$ cat config.mk
export PLATFORM = sky130hd
export DESIGN_NAME = jtag_tap_ctrl_flat
export DESIGN_NICKNAME = d
export VERILOG_FILES = /design/src/rtl/jtag_tap_ctrl_pkg.sv /design/src/rtl/jtag_tap_ctrl_if.sv /design/src/rtl/jtag_tap_ctrl_fsm.sv /design/src/rtl/jtag_tap_ctrl.sv /design/src/flat_wrapper.sv
export SDC_FILE = /design/constraint.sdc
export NUM_CORES = 1
export LEC_CHECK = 0
export CAP_MARGIN = 20
export CORE_MARGIN = 1.5
export CORE_UTILIZATION = 45
export CTS_CLUSTER_SIZE = 14
export DETAILED_ROUTE_END_ITERATION = 6
export PLACE_DENSITY = 0.77
export SETUP_SLACK_MARGIN = 0.5
export SLEW_MARGIN = 5
export SYNTH_ARGS = -nofsm -noshare
export SYNTH_HDL_FRONTEND = slang
export SYNTH_SLANG_ARGS = --single-unit
$ cat constraint.sdc
create_clock -name tck -period 1.58 [get_ports tck]
set_input_delay 0.316 -clock tck [delete_from_list [all_inputs] [get_ports tck]]
set_output_delay 0.316 -clock tck [all_outputs]
set_load 0.005 [all_outputs]
$ cat src/rtl/jtag_tap_ctrl_pkg.sv
// ---------------------------------------------------------------------------
// jtag_pkg
//   Shared types and constants for the JTAG TAP controller slice.
//   - tap_ctrl_fsm_t : the 16 IEEE 1149.1 TAP states. The encoding follows
//                      the traditional 1149.1 reference values.
//   - IR_WIDTH_DEF, IDCODE/BYPASS opcode and IDCODE value defaults
//   - jtag_user_opc_t: user instructions that select the JTAG-to-AXI bridge
//                      data registers
//   - tap_next_state(): the 1149.1 next-state function
// ---------------------------------------------------------------------------
package jtag_pkg;

    localparam int          IR_WIDTH_DEF    = 4;
    localparam logic [3:0]  IDCODE_OPC_DEF  = 4'b0001;
    localparam logic [3:0]  BYPASS_OPC_DEF  = 4'b1111;
    localparam logic [31:0] IDCODE_VAL_DEF  = 32'h1000_0001;

    typedef enum logic [3:0] {
        EXIT2_DR         = 4'h0,
        EXIT1_DR         = 4'h1,
        SHIFT_DR         = 4'h2,
        PAUSE_DR         = 4'h3,
        SELECT_IR_SCAN   = 4'h4,
        UPDATE_DR        = 4'h5,
        CAPTURE_DR       = 4'h6,
        SELECT_DR_SCAN   = 4'h7,
        EXIT2_IR         = 4'h8,
        EXIT1_IR         = 4'h9,
        SHIFT_IR         = 4'hA,
        PAUSE_IR         = 4'hB,
        RUN_TEST_IDLE    = 4'hC,
        UPDATE_IR        = 4'hD,
        CAPTURE_IR       = 4'hE,
        TEST_LOGIC_RESET = 4'hF
    } tap_ctrl_fsm_t;

    // Opcodes decoded downstream by the JTAG-to-AXI bridge data registers.
    typedef enum logic [3:0] {
        USER_AXI_ADDR   = 4'b0100,
        USER_AXI_WDATA  = 4'b0101,
        USER_AXI_RDATA  = 4'b0110,
        USER_AXI_STATUS = 4'b0111
    } jtag_user_opc_t;

    function automatic tap_ctrl_fsm_t tap_next_state(input tap_ctrl_fsm_t cur,
                                                     input logic          tms);
        tap_ctrl_fsm_t nxt;
        nxt = TEST_LOGIC_RESET;
        case (cur)
            TEST_LOGIC_RESET: nxt = tms ? TEST_LOGIC_RESET : RUN_TEST_IDLE;
            RUN_TEST_IDLE:    nxt = tms ? SELECT_DR_SCAN   : RUN_TEST_IDLE;
            SELECT_DR_SCAN:   nxt = tms ? SELECT_IR_SCAN   : CAPTURE_DR;
            CAPTURE_DR:       nxt = tms ? EXIT1_DR         : SHIFT_DR;
            SHIFT_DR:         nxt = tms ? EXIT1_DR         : SHIFT_DR;
            EXIT1_DR:         nxt = tms ? UPDATE_DR        : PAUSE_DR;
            PAUSE_DR:         nxt = tms ? EXIT2_DR         : PAUSE_DR;
            EXIT2_DR:         nxt = tms ? UPDATE_DR        : SHIFT_DR;
            UPDATE_DR:        nxt = tms ? SELECT_DR_SCAN   : RUN_TEST_IDLE;
            SELECT_IR_SCAN:   nxt = tms ? TEST_LOGIC_RESET : CAPTURE_IR;
            CAPTURE_IR:       nxt = tms ? EXIT1_IR         : SHIFT_IR;
            SHIFT_IR:         nxt = tms ? EXIT1_IR         : SHIFT_IR;
            EXIT1_IR:         nxt = tms ? UPDATE_IR        : PAUSE_IR;
            PAUSE_IR:         nxt = tms ? EXIT2_IR         : PAUSE_IR;
            EXIT2_IR:         nxt = tms ? UPDATE_IR        : SHIFT_IR;
            UPDATE_IR:        nxt = tms ? SELECT_DR_SCAN   : RUN_TEST_IDLE;
            default:          nxt = TEST_LOGIC_RESET;
        endcase
        return nxt;
    endfunction

endpackage

$ cat src/rtl/jtag_tap_ctrl_if.sv
// ---------------------------------------------------------------------------
// jtag_tap_ctrl_if
//   Serial and strobe signals between a TAP controller and whatever drives
//   it (probe, pad wrapper or bench) plus the downstream user DR.
//   slave  modport : the TAP controller side
//   master modport : the driving side
//   Signals: tms, tdi, user_tdo_i (to TAP); tdo, tdo_oe, tap_state_o, ir_o,
//            capture_dr_o, shift_dr_o, update_dr_o (from TAP)
// ---------------------------------------------------------------------------
interface jtag_tap_ctrl_if
    import jtag_pkg::*;
#(
    parameter int IR_WIDTH = IR_WIDTH_DEF
);
    logic                tms;
    logic                tdi;
    logic                tdo;
    logic                tdo_oe;
    tap_ctrl_fsm_t       tap_state_o;
    logic [IR_WIDTH-1:0] ir_o;
    logic                capture_dr_o;
    logic                shift_dr_o;
    logic                update_dr_o;
    logic                user_tdo_i;

    modport slave (
        input  tms, tdi, user_tdo_i,
        output tdo, tdo_oe, tap_state_o, ir_o,
               capture_dr_o, shift_dr_o, update_dr_o
    );

    modport master (
        output tms, tdi, user_tdo_i,
        input  tdo, tdo_oe, tap_state_o, ir_o,
               capture_dr_o, shift_dr_o, update_dr_o
    );
endinterface

$ cat src/rtl/jtag_tap_ctrl_fsm.sv
// ---------------------------------------------------------------------------
// jtag_tap_fsm
//   1149.1 TAP state register. Advances on every rising tck edge using tms;
//   trst (synchronous, active-high) forces TEST_LOGIC_RESET.
//   Ports: tck, trst, tms (in); state (out, registered tap_ctrl_fsm_t)
// ---------------------------------------------------------------------------
module jtag_tap_fsm
    import jtag_pkg::*;
(
    input  logic          tck,
    input  logic          trst,
    input  logic          tms,
    output tap_ctrl_fsm_t state
);

    // The state itself is the registered output; all decode lives in the
    // parent so strobes carry no extra latency.
    always_ff @(posedge tck) begin
        if (trst) begin
            state <= TEST_LOGIC_RESET;
        end else begin
            state <= tap_next_state(state, tms);
        end
    end

endmodule

$ cat src/rtl/jtag_tap_ctrl.sv
// ---------------------------------------------------------------------------
// jtag_tap_ctrl
//   IEEE 1149.1 TAP controller for the debug port. Holds the instruction
//   register, the BYPASS bit, the optional IDCODE register and the tdo mux,
//   and decodes capture/shift/update strobes for user data registers.
//
//   Ports:
//     tck   - sole clock, all state on the rising edge
//     trst  - synchronous active-high reset
//     bus   - jtag_tap_ctrl_if.slave (tms, tdi, tdo, tdo_oe, tap_state_o,
//             ir_o, capture/shift/update_dr_o, user_tdo_i)
//
//   Configuration macro JTAG_TAP_IDCODE_EN:
//     defined   - 32-bit IDCODE register present, reset instruction IDCODE
//     undefined - no IDCODE register, reset instruction BYPASS, and the
//                 IDCODE opcode simply selects bypass
// ---------------------------------------------------------------------------
module jtag_tap_ctrl
    import jtag_pkg::*;
#(
    parameter int                  IR_WIDTH   = IR_WIDTH_DEF,
    parameter logic [31:0]         IDCODE_VAL = IDCODE_VAL_DEF,
    parameter logic [IR_WIDTH-1:0] IDCODE_OPC = IR_WIDTH'(IDCODE_OPC_DEF),
    parameter logic [IR_WIDTH-1:0] BYPASS_OPC = {IR_WIDTH{1'b1}}
)(
    input  logic           tck,
    input  logic           trst,
    jtag_tap_ctrl_if.slave bus
);

    // 1149.1 mandates a 1 in the IDCODE LSB so it is distinguishable from
    // a bypass register on the chain.
    if (IDCODE_VAL[0] != 1'b1) begin : g_idcode_lsb_check
        $error("IDCODE_VAL bit 0 must be 1");
    end
    if (IR_WIDTH < 2) begin : g_ir_width_check
        $error("IR_WIDTH must be at least 2");
    end

`ifdef JTAG_TAP_IDCODE_EN
    localparam logic [IR_WIDTH-1:0] RESET_OPC = IDCODE_OPC;
`else
    localparam logic [IR_WIDTH-1:0] RESET_OPC = BYPASS_OPC;
`endif

    tap_ctrl_fsm_t       state;
    logic [IR_WIDTH-1:0] ir_reg;
    logic [IR_WIDTH-1:0] ir_shift;
    logic                bypass_bit;
    logic                sel_bypass;
    logic                sel_idcode;
    logic                sel_user;
    logic                idcode_lsb;
    logic                tdo_c;
    logic                tdo_oe_c;

    jtag_tap_fsm u_fsm (
        .tck   (tck),
        .trst  (trst),
        .tms   (bus.tms),
        .state (state)
    );

    // DR selection. All-zeros is treated as bypass so a stuck-at-0 chain
    // never reaches a user register by accident.
`ifdef JTAG_TAP_IDCODE_EN
    assign sel_bypass = (ir_reg == BYPASS_OPC) || (ir_reg == '0);
    assign sel_idcode = !sel_bypass && (ir_reg == IDCODE_OPC);
`else
    assign sel_bypass = (ir_reg == BYPASS_OPC) || (ir_reg == '0)
                     || (ir_reg == IDCODE_OPC);
    assign sel_idcode = 1'b0;
`endif
    assign sel_user = !sel_bypass && !sel_idcode;

    // Instruction register path. Entering TLR by any route reloads the
    // reset instruction on the following edge; PAUSE_IR falls to default
    // and holds ir_shift.
    always_ff @(posedge tck) begin
        if (trst) begin
            ir_reg   <= RESET_OPC;
            ir_shift <= '0;
        end else begin
            case (state)
                TEST_LOGIC_RESET: ir_reg   <= RESET_OPC;
                CAPTURE_IR:       ir_shift <= IR_WIDTH'(2'b01);
                SHIFT_IR:         ir_shift <= {bus.tdi, ir_shift[IR_WIDTH-1:1]};
                UPDATE_IR:        ir_reg   <= ir_shift;
                default:          ;
            endcase
        end
    end

    // Bypass bit: captures 0, shifts tdi while selected.
    always_ff @(posedge tck) begin
        if (trst) begin
            bypass_bit <= 1'b0;
        end else if (sel_bypass) begin
            if (state == CAPTURE_DR) begin
                bypass_bit <= 1'b0;
            end else if (state == SHIFT_DR) begin
                bypass_bit <= bus.tdi;
            end
        end
    end

`ifdef JTAG_TAP_IDCODE_EN
    logic [31:0] idcode_shift;

    // IDCODE register: captures the device ID, shifts LSB-first with tdi
    // entering at bit 31.
    always_ff @(posedge tck) begin
        if (trst) begin
            idcode_shift <= IDCODE_VAL;
        end else if (sel_idcode) begin
            if (state == CAPTURE_DR) begin
                idcode_shift <= IDCODE_VAL;
            end else if (state == SHIFT_DR) begin
                idcode_shift <= {bus.tdi, idcode_shift[31:1]};
            end
        end
    end

    assign idcode_lsb = idcode_shift[0];
`else
    assign idcode_lsb = 1'b0;
`endif

    // tdo mux straight from registered state; retiming onto the falling
    // edge is left to the pad wrapper.
    always_comb begin
        tdo_c    = 1'b0;
        tdo_oe_c = 1'b0;
        case (state)
            SHIFT_IR: begin
                tdo_c    = ir_shift[0];
                tdo_oe_c = 1'b1;
            end
            SHIFT_DR: begin
                tdo_oe_c = 1'b1;
                if (sel_user) begin
                    tdo_c = bus.user_tdo_i;
                end else if (sel_idcode) begin
                    tdo_c = idcode_lsb;
                end else begin
                    tdo_c = bypass_bit;
                end
            end
            default: ;
        endcase
    end

    assign bus.tdo          = tdo_c;
    assign bus.tdo_oe       = tdo_oe_c;
    assign bus.tap_state_o  = state;
    assign bus.ir_o         = ir_reg;
    assign bus.capture_dr_o = (state == CAPTURE_DR) && sel_user;
    assign bus.shift_dr_o   = (state == SHIFT_DR)   && sel_user;
    assign bus.update_dr_o  = (state == UPDATE_DR)  && sel_user;

endmodule
$ cat src/flat_wrapper.sv
// flat-port wrapper written by rule: the top's interface ports become plain ports
module jtag_tap_ctrl_flat import jtag_pkg::*;
#(
    parameter int                  IR_WIDTH   = IR_WIDTH_DEF,
    parameter logic [31:0]         IDCODE_VAL = IDCODE_VAL_DEF,
    parameter logic [IR_WIDTH-1:0] IDCODE_OPC = IR_WIDTH'(IDCODE_OPC_DEF),
    parameter logic [IR_WIDTH-1:0] BYPASS_OPC = {IR_WIDTH{1'b1}}
)
  (tck, trst, bus_tms, bus_tdi, bus_user_tdo_i, bus_tdo, bus_tdo_oe, bus_tap_state_o, bus_ir_o, bus_capture_dr_o, bus_shift_dr_o, bus_update_dr_o);
  jtag_tap_ctrl_if #(.IR_WIDTH(IR_WIDTH)) bus_i ();
  input  logic tck;
  input  logic trst;
  input wire logic [$bits(bus_i.tms)-1:0] bus_tms;
  input wire logic [$bits(bus_i.tdi)-1:0] bus_tdi;
  input wire logic [$bits(bus_i.user_tdo_i)-1:0] bus_user_tdo_i;
  output wire logic [$bits(bus_i.tdo)-1:0] bus_tdo;
  output wire logic [$bits(bus_i.tdo_oe)-1:0] bus_tdo_oe;
  output wire logic [$bits(bus_i.tap_state_o)-1:0] bus_tap_state_o;
  output wire logic [$bits(bus_i.ir_o)-1:0] bus_ir_o;
  output wire logic [$bits(bus_i.capture_dr_o)-1:0] bus_capture_dr_o;
  output wire logic [$bits(bus_i.shift_dr_o)-1:0] bus_shift_dr_o;
  output wire logic [$bits(bus_i.update_dr_o)-1:0] bus_update_dr_o;
  assign bus_i.tms = bus_tms;
  assign bus_i.tdi = bus_tdi;
  assign bus_i.user_tdo_i = bus_user_tdo_i;
  assign bus_tdo = bus_i.tdo;
  assign bus_tdo_oe = bus_i.tdo_oe;
  assign bus_tap_state_o = bus_i.tap_state_o;
  assign bus_ir_o = bus_i.ir_o;
  assign bus_capture_dr_o = bus_i.capture_dr_o;
  assign bus_shift_dr_o = bus_i.shift_dr_o;
  assign bus_update_dr_o = bus_i.update_dr_o;
  jtag_tap_ctrl #(.IR_WIDTH(IR_WIDTH), .IDCODE_VAL(IDCODE_VAL), .IDCODE_OPC(IDCODE_OPC), .BYPASS_OPC(BYPASS_OPC)) u_core (.tck(tck), .trst(trst), .bus(bus_i));
endmodule
==> impl_metrics.tcl, run 1 <==
set metrics [dict create \
    synthMuxAreaShare_pct 3.030 \
    synth_xor_area_share_pct 0 \
    antenna_found_initial 0 \
    synth_flop_cell "dfxtp_1" \
    grt_max_degree 13 \
    synth_top_area_share_pct 39.39 \
    dp_cells 120 \
    io_pins 18 \
    synthMostInstantiatedCell "dfxtp_1" \
    synth_nets 84 \
    htreeDepth 1 \
    synth_seq_cells 13 \
    ys_top_cells_by_area "dfxtp_1, nor3_1, nand3b_1, o21bai_1, nor2_1" \
    error_line "[ERROR DPL-0033] detailed placement checks failed during check placement." \
    stop_stage "5_1_grt" \
    die_height_um 41.32 \
    crit_endpoint "bus_tdo" \
    async_flop_share_pct 0 \
    syn_inst 79 \
    synth-compound-area-share_pct 19.51 \
    synth_adder_area_share_pct 0 \
    yosysWarnings 0 \
    synth_area_per_cell_um2 8.362 \
    synth_top_family_by_area "simple AND/OR/NAND/NOR gates" \
    cts_buffers 3 \
    clockBufferDepth 2 \
    synth-simple-area-share_pct 34.85 \
    placed_area_um2 945.9 \
    worst-ep-kind "primary output" \
    yosysTopAreaCell "dfxtp_1" \
    initial_utilization_pct 49.53 \
    synth.distinct_cells 29 \
    numClockSinks 13 \
    synth_area_um2 660.6 \
    yosysSeqAreaShare_pct 39.39 \
    rows 13 \
    dp_hpwl_um 1194 \
    synth_common_cells "dfxtp_1, nor2_1, nand2_1, nor3_1, a21oi_1" \
    port_buffers 17 \
    synth-edff-count 0 \
    die_width_um 41.32 \
    gp_congestion 0.7335 \
    status "did not finish" \
    cts_root_buf "clkbuf_4" \
]
## what timing repair did
item                                    in CTS
endpoints found under the setup margin      26
setup buffers                                9
hold buffers                                 0
gates resized for setup                    104
pin swaps                                    8
gates cloned                                 1
## through the flow
stage	util (%)	worst slack (ns)	hold WS, ns
CTS	89.49	-0.2865	0.4884
detailed placement	70.92	-0.3364	0.4670
global placement	70.92	-0.3002	0.4609
floorplan	-	0.08269	0.4208
## cells by family after synthesis
logic type	after synthesis
compound gates	18
mux	2
simple gates	41
flops	13
buf+inv	5
==> run 2, diff against run 1 <==
- CORE_AREA: unset -> 2 2 63 65
- CORE_MARGIN: 1.5 -> unset
- CORE_UTILIZATION: 45 -> unset
- CTS_CLUSTER_SIZE: 14 -> unset
- DIE_AREA: unset -> 0 0 65 67
- PLACE_DENSITY: 0.77 -> unset
- PLACE_DENSITY_LB_ADDON: unset -> 0.15
- SETUP_SLACK_MARGIN: 0.5 -> unset
==> run 2 against run 1 <==
  * The flow now finishes, with violations (setup timing)
  * Synthesized cell count is the same
  * Synthesized area is the same
==> impl_metrics.tcl, run 2 <==
set metrics [dict create \
    synth-edff-count 0 \
    violations "setup timing" \
    io_pins 18 \
    synth.distinct_cells 29 \
    grt-ovfl-total 0 \
    synth_nets 84 \
    yosysTopAreaCell "dfxtp_1" \
    hold_viol 0 \
    switching_share_pct 28.09 \
    initial_utilization_pct 18.32 \
    finalCoreUtilization_pct 31.12 \
    synth_flop_cell "dfxtp_1" \
    grt_first_pass_wirelength_um 3180 \
    fin_crit_sh_pct 114.9 \
    met3_length_um 72 \
    tns_ns -0.8429 \
    nets 123 \
    drive_gt1_share_pct 35.04 \
    drtAntennaViolNets 0 \
    track_usage_pct 9.661 \
    synth_area_um2 660.6 \
    crit_chain "or3_4 > and3_4 > o311a_1 > buf_2" \
    async_flop_share_pct 0 \
    final_common_cell "buf_4" \
    worstSkewPairLatency_ns 0.24 \
    intPower_mw 0.7281 \
    cts_root_buf "clkbuf_8" \
    fmax_mhz 551.0 \
    post-route-min-period_ns 1.815 \
    syn_to_final_growth_pct 69.89 \
    maxCapViolCount 0 \
    critPathTopFamily "simple AND/OR/NAND/NOR gates" \
    dp_hpwl_um 1373 \
    clk_pin_slew_ns 0.05 \
    finalSetupViolCount 4 \
    port_buffers 17 \
    worst_pin_slew_ns 0.2811 \
    yosysSeqAreaShare_pct 39.39 \
    syn_inst 79 \
    rsz0062_at_grt "true" \
    end_kind "primary output" \
    core_um2 3606 \
    combPwrFrac_pct 33.3 \
    yosysWarnings 0 \
    critPathSlowestCell "or3_4" \
    wl_um 1827 \
    ir_drop_mv 0.2055 \
    fin_ws_ns -0.2350 \
    max_stage_delay_ns 0.39 \
    net-switching-power_mw 0.2844 \
    drt_iter0_drc 3 \
    die_width_um 65 \
    cts_tree "built" \
    reg2reg_from "u_core.bus.ir_o[1]$_SDFFE_PP1P_" \
    diodes 0 \
    die_area_um2 4355 \
    antenna_found_initial 0 \
    htreeDepth 1 \
    cp.required_ns 1.26 \
    die_height_um 67 \
    worstPathMaxFanout 3 \
    crit_start "u_core.bus.ir_o[2]$_SDFFE_PP1P_" \
    wl_per_cell_um 11.07 \
    num_vias 705 \
    first_global_vias 712 \
    ys_top_cells_by_area "dfxtp_1, nor3_1, nand3b_1, o21bai_1, nor2_1" \
    arrival_ns 1.50 \
    pwr-share-clk_pct 28.9 \
    route.detailed.drc 0 \
    wl_met2_um 877 \
    critPathKind "reg2out" \
    synth_top_area_share_pct 39.39 \
    holdBufCountCts 0 \
    vias_per_cell 4.273 \
    powerDensity_nw_per_um2 902.2 \
    wl_met1_um 850 \
    synth_common_cells "dfxtp_1, nor2_1, nand2_1, nor3_1, a21oi_1" \
    grt_max_degree 13 \
    hold_start "u_core.ir_shift[1]$_SDFFE_PP0N_" \
    synthMostInstantiatedCell "dfxtp_1" \
    gp_congestion 0.6891 \
    drtPass1Iterations 4 \
    synth_seq_cells 13 \
    synth_area_per_cell_um2 8.362 \
    maxSlewViolCount 0 \
    top_layer_used "met4" \
    rows 22 \
    numClockSinks 13 \
    skew_ns 0.0007121 \
    worst_hold_path_type "reg2reg" \
    cp-start-kind "flip-flop" \
    crit_buf_inv 1 \
    seqPwrFrac_pct 37.8 \
    layout_common_cells "buf_4, clkdlybuf4s50_1, dfxtp_1" \
    relSlewSlack_pct 81.15 \
    status "finished with violations" \
    clockBufferDepth 2 \
    p_leak_nw 0.4614 \
    cts_buffers 3 \
]
## run 2: cell counts after synthesis
No cell type changed its count.
## run 2: cells by family (layout without fill, tap and decap cells)
family / Yosys count / in the layout / synth area share [%]
simple gates: 41 / 41 / 34.85
buf+inv: 5 / 43 / 3.220
flops: 13 / 13 / 39.39
mux: 2 / 2 / 3.030
compound gates: 18 / 18 / 19.51
## run 2: worst paths after layout
kind / endpoint / slack (ns) / cells after the start
max: bus_tdo / -0.23 / 4
min: u_core.ir_shift[1]$_SDFFE_PP0N_ / 0.47 / 2
max reg2reg: u_core.bypass_bit$_SDFFE_PP0P_ / 0.15 / 6
min reg2reg: u_core.ir_shift[1]$_SDFFE_PP0N_ / 0.47 / 2
## run 2: worst register-to-register path, delay by kind of cell, from the launching register on
family	cells	cell delay, ns
multiplexers	1	0.21
AND/OR/NAND/NOR	1	0.15
AO/OA/AOI/OAI	1	0.26
buffers and inverters	3	0.43
flip-flops	1	0.32
## run 2: power by group through the flow
stage	Clock, mW	Combinational (mW)	Sequential, mW
2_1_floorplan	0	0.139	0.387
3_3_place_gp	0	0.297	0.387
3_5_place_dp	0	0.295	0.387
4_1_cts	0.307	0.337	0.382
5_1_grt	0.325	0.374	0.388
6_report	0.293	0.337	0.383
## run 2: timing repair
item | 4_1_cts | 5_1_grt
setup endpoints to repair | 6 | 9
endpoints found under the hold margin | 0 | 0
gates resized for setup | 21 | 5
pin swaps | 3 | 0
buffers inserted | 4 | 1
## run 2: final cells by class
cell class / instances / area, um^2
clock buffers: 4 / 45.04
fillers: 396 / 2484
flip-flops and latches: 13 / 269.0
well taps: 48 / 60.06
multi-input cells: 61 / 409.1
repair buffers: 39 / 339.1
## run 2: routing by layer
metal | track usage, % | up-vias
met4 | 6.383 | 0
met2 | 15.85 | 14
met3 | 2.027 | 2
met1 | 11.32 | 323
li1 | - | 366
met5 | 0 | -
## run 2: metrics by stage
| step | hold slack [ns] | area [um^2] | instances | setup WS, ns | total power [mW] |
|---|---|---|---|---|---|
| after global placement | 0.4699 | 997.2 | 156 | -0.3085 | 0.6839 |
| after floorplan | 0.4208 | 660.6 | 79 | 0.08140 | 0.5264 |
| after global routing | 0.4989 | 1122 | 165 | -0.2959 | 1.087 |
| after detailed placement | 0.4670 | 997.2 | 156 | -0.3224 | 0.6825 |
| after CTS | 0.4777 | 1104 | 164 | -0.2458 | 1.026 |
| final | 0.4745 | 1122 | 165 | -0.2350 | 1.013 |
(Power assumes the default switching activity.)
==> run 3, diff against run 2 <==
- REMOVE_ABC_BUFFERS: unset -> 1
==> run 3 against run 2 <==
  * The flow still finishes with violations (setup timing)
  * Clock skew increased by 0.0020 ns
  * Worst hold slack improved by 0.0016 ns
  * Combinational power decreased by 3%
  * Utilization decreased by 1.3 points
  * Non-clock buffer count decreased by 5
  * Sequential share of layout area increased by 0.83 points
  * Via count decreased by 3.4%
  * Register-to-register slack improved by 0.02 ns
  * Largest cell class unchanged
==> impl_metrics.tcl, run 3 (synthesis results as in run 2) <==
set metrics [dict create \
    die_height_um 67 \
    worstPathMaxFanout 3 \
    fin_ws_ns -0.2270 \
    cp.required_ns 1.26 \
    finalSetupViolCount 4 \
    intPower_mw 0.7182 \
    fillers 399 \
    rsz0062_at_grt "true" \
    num_vias 681 \
    cp-start-kind "flip-flop" \
    first_global_vias 643 \
    post-route-min-period_ns 1.807 \
    status "finished with violations" \
    grt-ovfl-total 0 \
    worst_pin_slew_ns 0.2678 \
    dp_hpwl_um 1334 \
    htreeDepth 1 \
    dp_slack_ns -0.3161 \
    clk_pin_slew_ns 0.05 \
    cts_tree "built" \
    maxCapViolCount 0 \
    diodes 0 \
    nets 118 \
    layout_common_cells "buf_4, clkdlybuf4s50_1, dfxtp_1" \
    drtAntennaViolNets 0 \
    critPathKind "reg2out" \
    antenna_found_initial 0 \
    hold_viol 0 \
    die_area_um2 4355 \
    cts_buffers 3 \
    numClockSinks 13 \
    vias_per_cell 4.256 \
    initial_utilization_pct 18.32 \
    switching_share_pct 28.63 \
    seqPwrFrac_pct 38.4 \
    wl_um 1790 \
    maxSlewViolCount 0 \
    worst_hold_path_type "reg2reg" \
    route.detailed.drc 0 \
    io_pins 18 \
    core_um2 3606 \
    grt_first_pass_wirelength_um 2932 \
    tns_ns -0.5413 \
    wl_per_cell_um 11.19 \
    p_leak_nw 0.4407 \
    worstSkewPairLatency_ns 0.24 \
    relSlewSlack_pct 82.04 \
    skew_ns 0.002691 \
    powerDensity_nw_per_um2 936.2 \
    syn_to_final_growth_pct 62.69 \
    die_width_um 65 \
    ir_drop_mv 0.2102 \
    final_common_cell "buf_4" \
    drive_gt1_share_pct 32.14 \
    hold_ws_ns 0.4761 \
    combPwrFrac_pct 32.6 \
    drt_iter0_drc 7 \
    gp_congestion 0.7485 \
    violations "setup timing" \
    clockBufferDepth 2 \
    drtPass1Iterations 3 \
    rows 22 \
    cts_root_buf "clkbuf_8" \
    fmax_mhz 553.4 \
    port_buffers 17 \
    fin_crit_sh_pct 114.4 \
    pwr-share-clk_pct 29.1 \
    arrival_ns 1.49 \
    track_usage_pct 8.916 \
    end_kind "primary output" \
    net-switching-power_mw 0.2880 \
    grt_max_degree 13 \
]
## run 3: timing repair
item                                    4_1_cts  5_1_grt
setup buffers                                 2        3
endpoints found under the setup margin        7        6
resized for setup                            27        5
hold buffers                                  0        0
hold endpoints to repair                      0        0
pin swaps                                     4        0
## run 3: per-stage QoR
step / cell area (um^2) / std cells / total power [mW] / utilization (%)
global route: 1075 / 160 / 1.073 / 29.81
CTS: 1042 / 157 / 0.9949 / 28.90
detailed placement: 959.7 / 151 / 0.6594 / 26.61
global placement: 959.7 / 151 / 0.6591 / 26.61
finish: 1075 / 160 / 1.006 / 29.81
floorplan: 639.4 / 74 / 0.5157 / -
## run 3: final timing paths
check,from,slack [ns],cells after the start,end
min,u_core.ir_shift[1]$_SDFFE_PP0N_,0.48,2,u_core.ir_shift[1]$_SDFFE_PP0N_
max reg2reg,u_core.bus.ir_o[2]$_SDFFE_PP1P_,0.17,4,u_core.bypass_bit$_SDFFE_PP0P_
min reg2reg,u_core.ir_shift[1]$_SDFFE_PP0N_,0.48,2,u_core.ir_shift[1]$_SDFFE_PP0N_
max,u_core.bus.ir_o[2]$_SDFFE_PP1P_,-0.23,4,bus_tdo
## run 3: layout make-up
type | instances | area [um^2] | area share, %
Sequential cell | 13 | 266.5 | 24.80
Timing Repair Buffer | 34 | 286.5 | 26.66
Clock buffer | 4 | 45.04 | 4.191
Multi-Input combinational cell | 61 | 416.7 | 38.77
Tap cell | 48 | 60.06 | 5.588
## run 3: power groups by stage
stage / combinational, mW / sequential, mW / clock, mW
final: 0.328 / 0.386 / 0.292
after global routing: 0.364 / 0.391 / 0.317
after CTS: 0.303 / 0.385 / 0.307
after detailed placement: 0.274 / 0.385 / 0
after global placement: 0.275 / 0.384 / 0
after floorplan: 0.110 / 0.406 / 0
## run 3: per-layer routing
layer,vias to the layer above,routed length [um],GRT usage (%)
met5,-,0,0
met4,0,27,6.383
met3,2,41,1.014
met2,10,903,15.08
met1,317,817,10.43
li1,352,-,-
## run 3: critical path: stages, from the launching register on
cell     delay (ns)
dfxtp_2        0.32
or3_4          0.39
and3_4         0.15
o311a_1        0.28
buf_2          0.12
==> run 4, diff against run 3 <==
- ABC_CLOCK_PERIOD_IN_PS: unset -> 1580
- RECOVER_POWER: unset -> 100
==> run 4 against run 3 <==
  * Routed wire length is 1.2% higher
  * Utilization decreased by 0.52 points
  * Clock skew hardly changed
  * The run still ends with setup timing left
  * Total power down 0.98%
  * Worst setup slack about the same
==> impl_metrics.tcl, run 4 (synthesis results as in run 2) <==
set metrics [dict create \
    route.detailed.drc 0 \
    nets 118 \
    cp-start-kind "flip-flop" \
    drt_iter0_drc 8 \
    htreeDepth 1 \
    ir_drop_mv 0.2084 \
    crit_buf_inv 1 \
    fin_crit_sh_pct 114.4 \
    tns_ns -0.5418 \
    combPwrFrac_pct 32.1 \
    die_area_um2 4355 \
    hold_viol 0 \
    worstHoldPathCells 2 \
    pwr-share-clk_pct 29.4 \
    layout_common_cells "buf_4, dfxtp_1, clkdlybuf4s50_1" \
    worst_hold_path_type "reg2reg" \
    die_width_um 65 \
    cts_buffers 3 \
    clk_pin_slew_ns 0.05 \
    core_um2 3606 \
    syn_to_final_growth_pct 59.85 \
    seqPwrFrac_pct 38.5 \
    post-route-min-period_ns 1.807 \
    worst_pin_slew_ns 0.2678 \
    worstPathMaxFanout 3 \
    wl_per_cell_um 11.33 \
    port_buffers 17 \
    switching_share_pct 28.89 \
    final_cell_area_um2 1056 \
    antenna_found_initial 0 \
    maxSlewViolCount 0 \
    critPathSlowestCell "or3_4" \
    status "finished with violations" \
    numClockSinks 13 \
    crit_chain "or3_4 > and3_4 > o311a_1 > buf_2" \
    track_usage_pct 8.916 \
    critPathKind "reg2out" \
    grt_max_degree 13 \
    drive_gt1_share_pct 29.46 \
    p_leak_nw 0.4323 \
    num_vias 687 \
    net-switching-power_mw 0.2878 \
    fin_ws_ns -0.2271 \
    io_pins 18 \
    drtAntennaViolNets 0 \
    clockBufferDepth 2 \
    rows 22 \
    placed_area_um2 959.7 \
    finalCoreUtilization_pct 29.29 \
    powerDensity_nw_per_um2 943.5 \
    crit_start "u_core.bus.ir_o[2]$_SDFFE_PP1P_" \
    finalSetupViolCount 4 \
    intPower_mw 0.7086 \
    reg2reg_from "u_core.bus.ir_o[2]$_SDFFE_PP1P_" \
    fmax_mhz 553.4 \
    grt_first_pass_wirelength_um 2932 \
    r2r_cells 4 \
    end_kind "primary output" \
    dp_slack_ns -0.3161 \
    critPathTopFamily "simple AND/OR/NAND/NOR gates" \
    worstSkewPairLatency_ns 0.24 \
    cts_tree "built" \
    dp_hpwl_um 1334 \
    rsz0062_at_grt "true" \
    vias_per_cell 4.294 \
    grt-ovfl-total 0 \
    final_common_cell "buf_4" \
    initial_utilization_pct 18.32 \
    diodes 0 \
    cts_root_buf "clkbuf_8" \
    first_global_vias 643 \
    die_height_um 67 \
    relSlewSlack_pct 82.04 \
    fillers 402 \
    max_stage_delay_ns 0.39 \
    hold_start "u_core.ir_shift[1]$_SDFFE_PP0N_" \
    path_depth 4 \
    arrival_ns 1.49 \
    cp.required_ns 1.26 \
    skew_ns 0.002945 \
    drtPass1Iterations 3 \
    gp_congestion 0.7485 \
    hold_ws_ns 0.4761 \
    wl_um 1812 \
    maxCapViolCount 0 \
    violations "setup timing" \
]
## run 4: cell types whose count changed in the layout (fill, tap and decap cells not counted), sizes merged
cell and delta:
buf -4, clkbuf +4, clkdlybuf4s50 -2, dlygate4sd3 +2
## run 4: worst paths after layout
check             slack [ns]                              end
setup / recovery       -0.23                          bus_tdo
hold reg to reg         0.48  u_core.ir_shift[1]$_SDFFE_PP0N_
hold / removal          0.48  u_core.ir_shift[1]$_SDFFE_PP0N_
setup reg to reg        0.17   u_core.bypass_bit$_SDFFE_PP0P_
## run 4: repair_timing
action	in CTS	in global routing
endpoints found under the setup margin	7	6
resized for setup	27	5
hold buffers	0	0
pin swaps	4	0
buffers inserted	2	3
## run 4: power by group through the flow
stage                     sequential [mW]  combinational (mW)  clock, mW
after global routing                0.389               0.355      0.317
after global placement              0.384               0.275          0
after detailed placement            0.385               0.274          0
after CTS                           0.385               0.303      0.307
after floorplan                     0.406               0.110          0
final                               0.384               0.320      0.293
## run 4: worst min-delay path: stages, from the launching register on
cell	delay (ns)
dfxtp_1	0.32
nand2_1	0.06
a21oi_1	0.05
## run 4: layout make-up
cell class | instances | area (um^2) | area share (%)
timing repair buffer | 34 | 274.0 | 25.95
sequential | 13 | 262.8 | 24.88
clock buffer | 4 | 45.04 | 4.265
tap | 48 | 60.06 | 5.687
multi-input combinational | 61 | 414.1 | 39.22
## run 4: per-stage QoR
step           instances  power (mW)
2_1_floorplan         74      0.5157
3_3_place_gp         151      0.6591
3_5_place_dp         151      0.6594
4_1_cts              157      0.9949
5_1_grt              160       1.061
6_report             160      0.9964
## run 4: routing by layer
metal	wire, um	up-vias	global-route usage, %
met3	41	2	1.014
met2	915	10	15.08
met4	27	0	6.383
met5	0	-	0
met1	827	323	10.43
li1	-	352	-
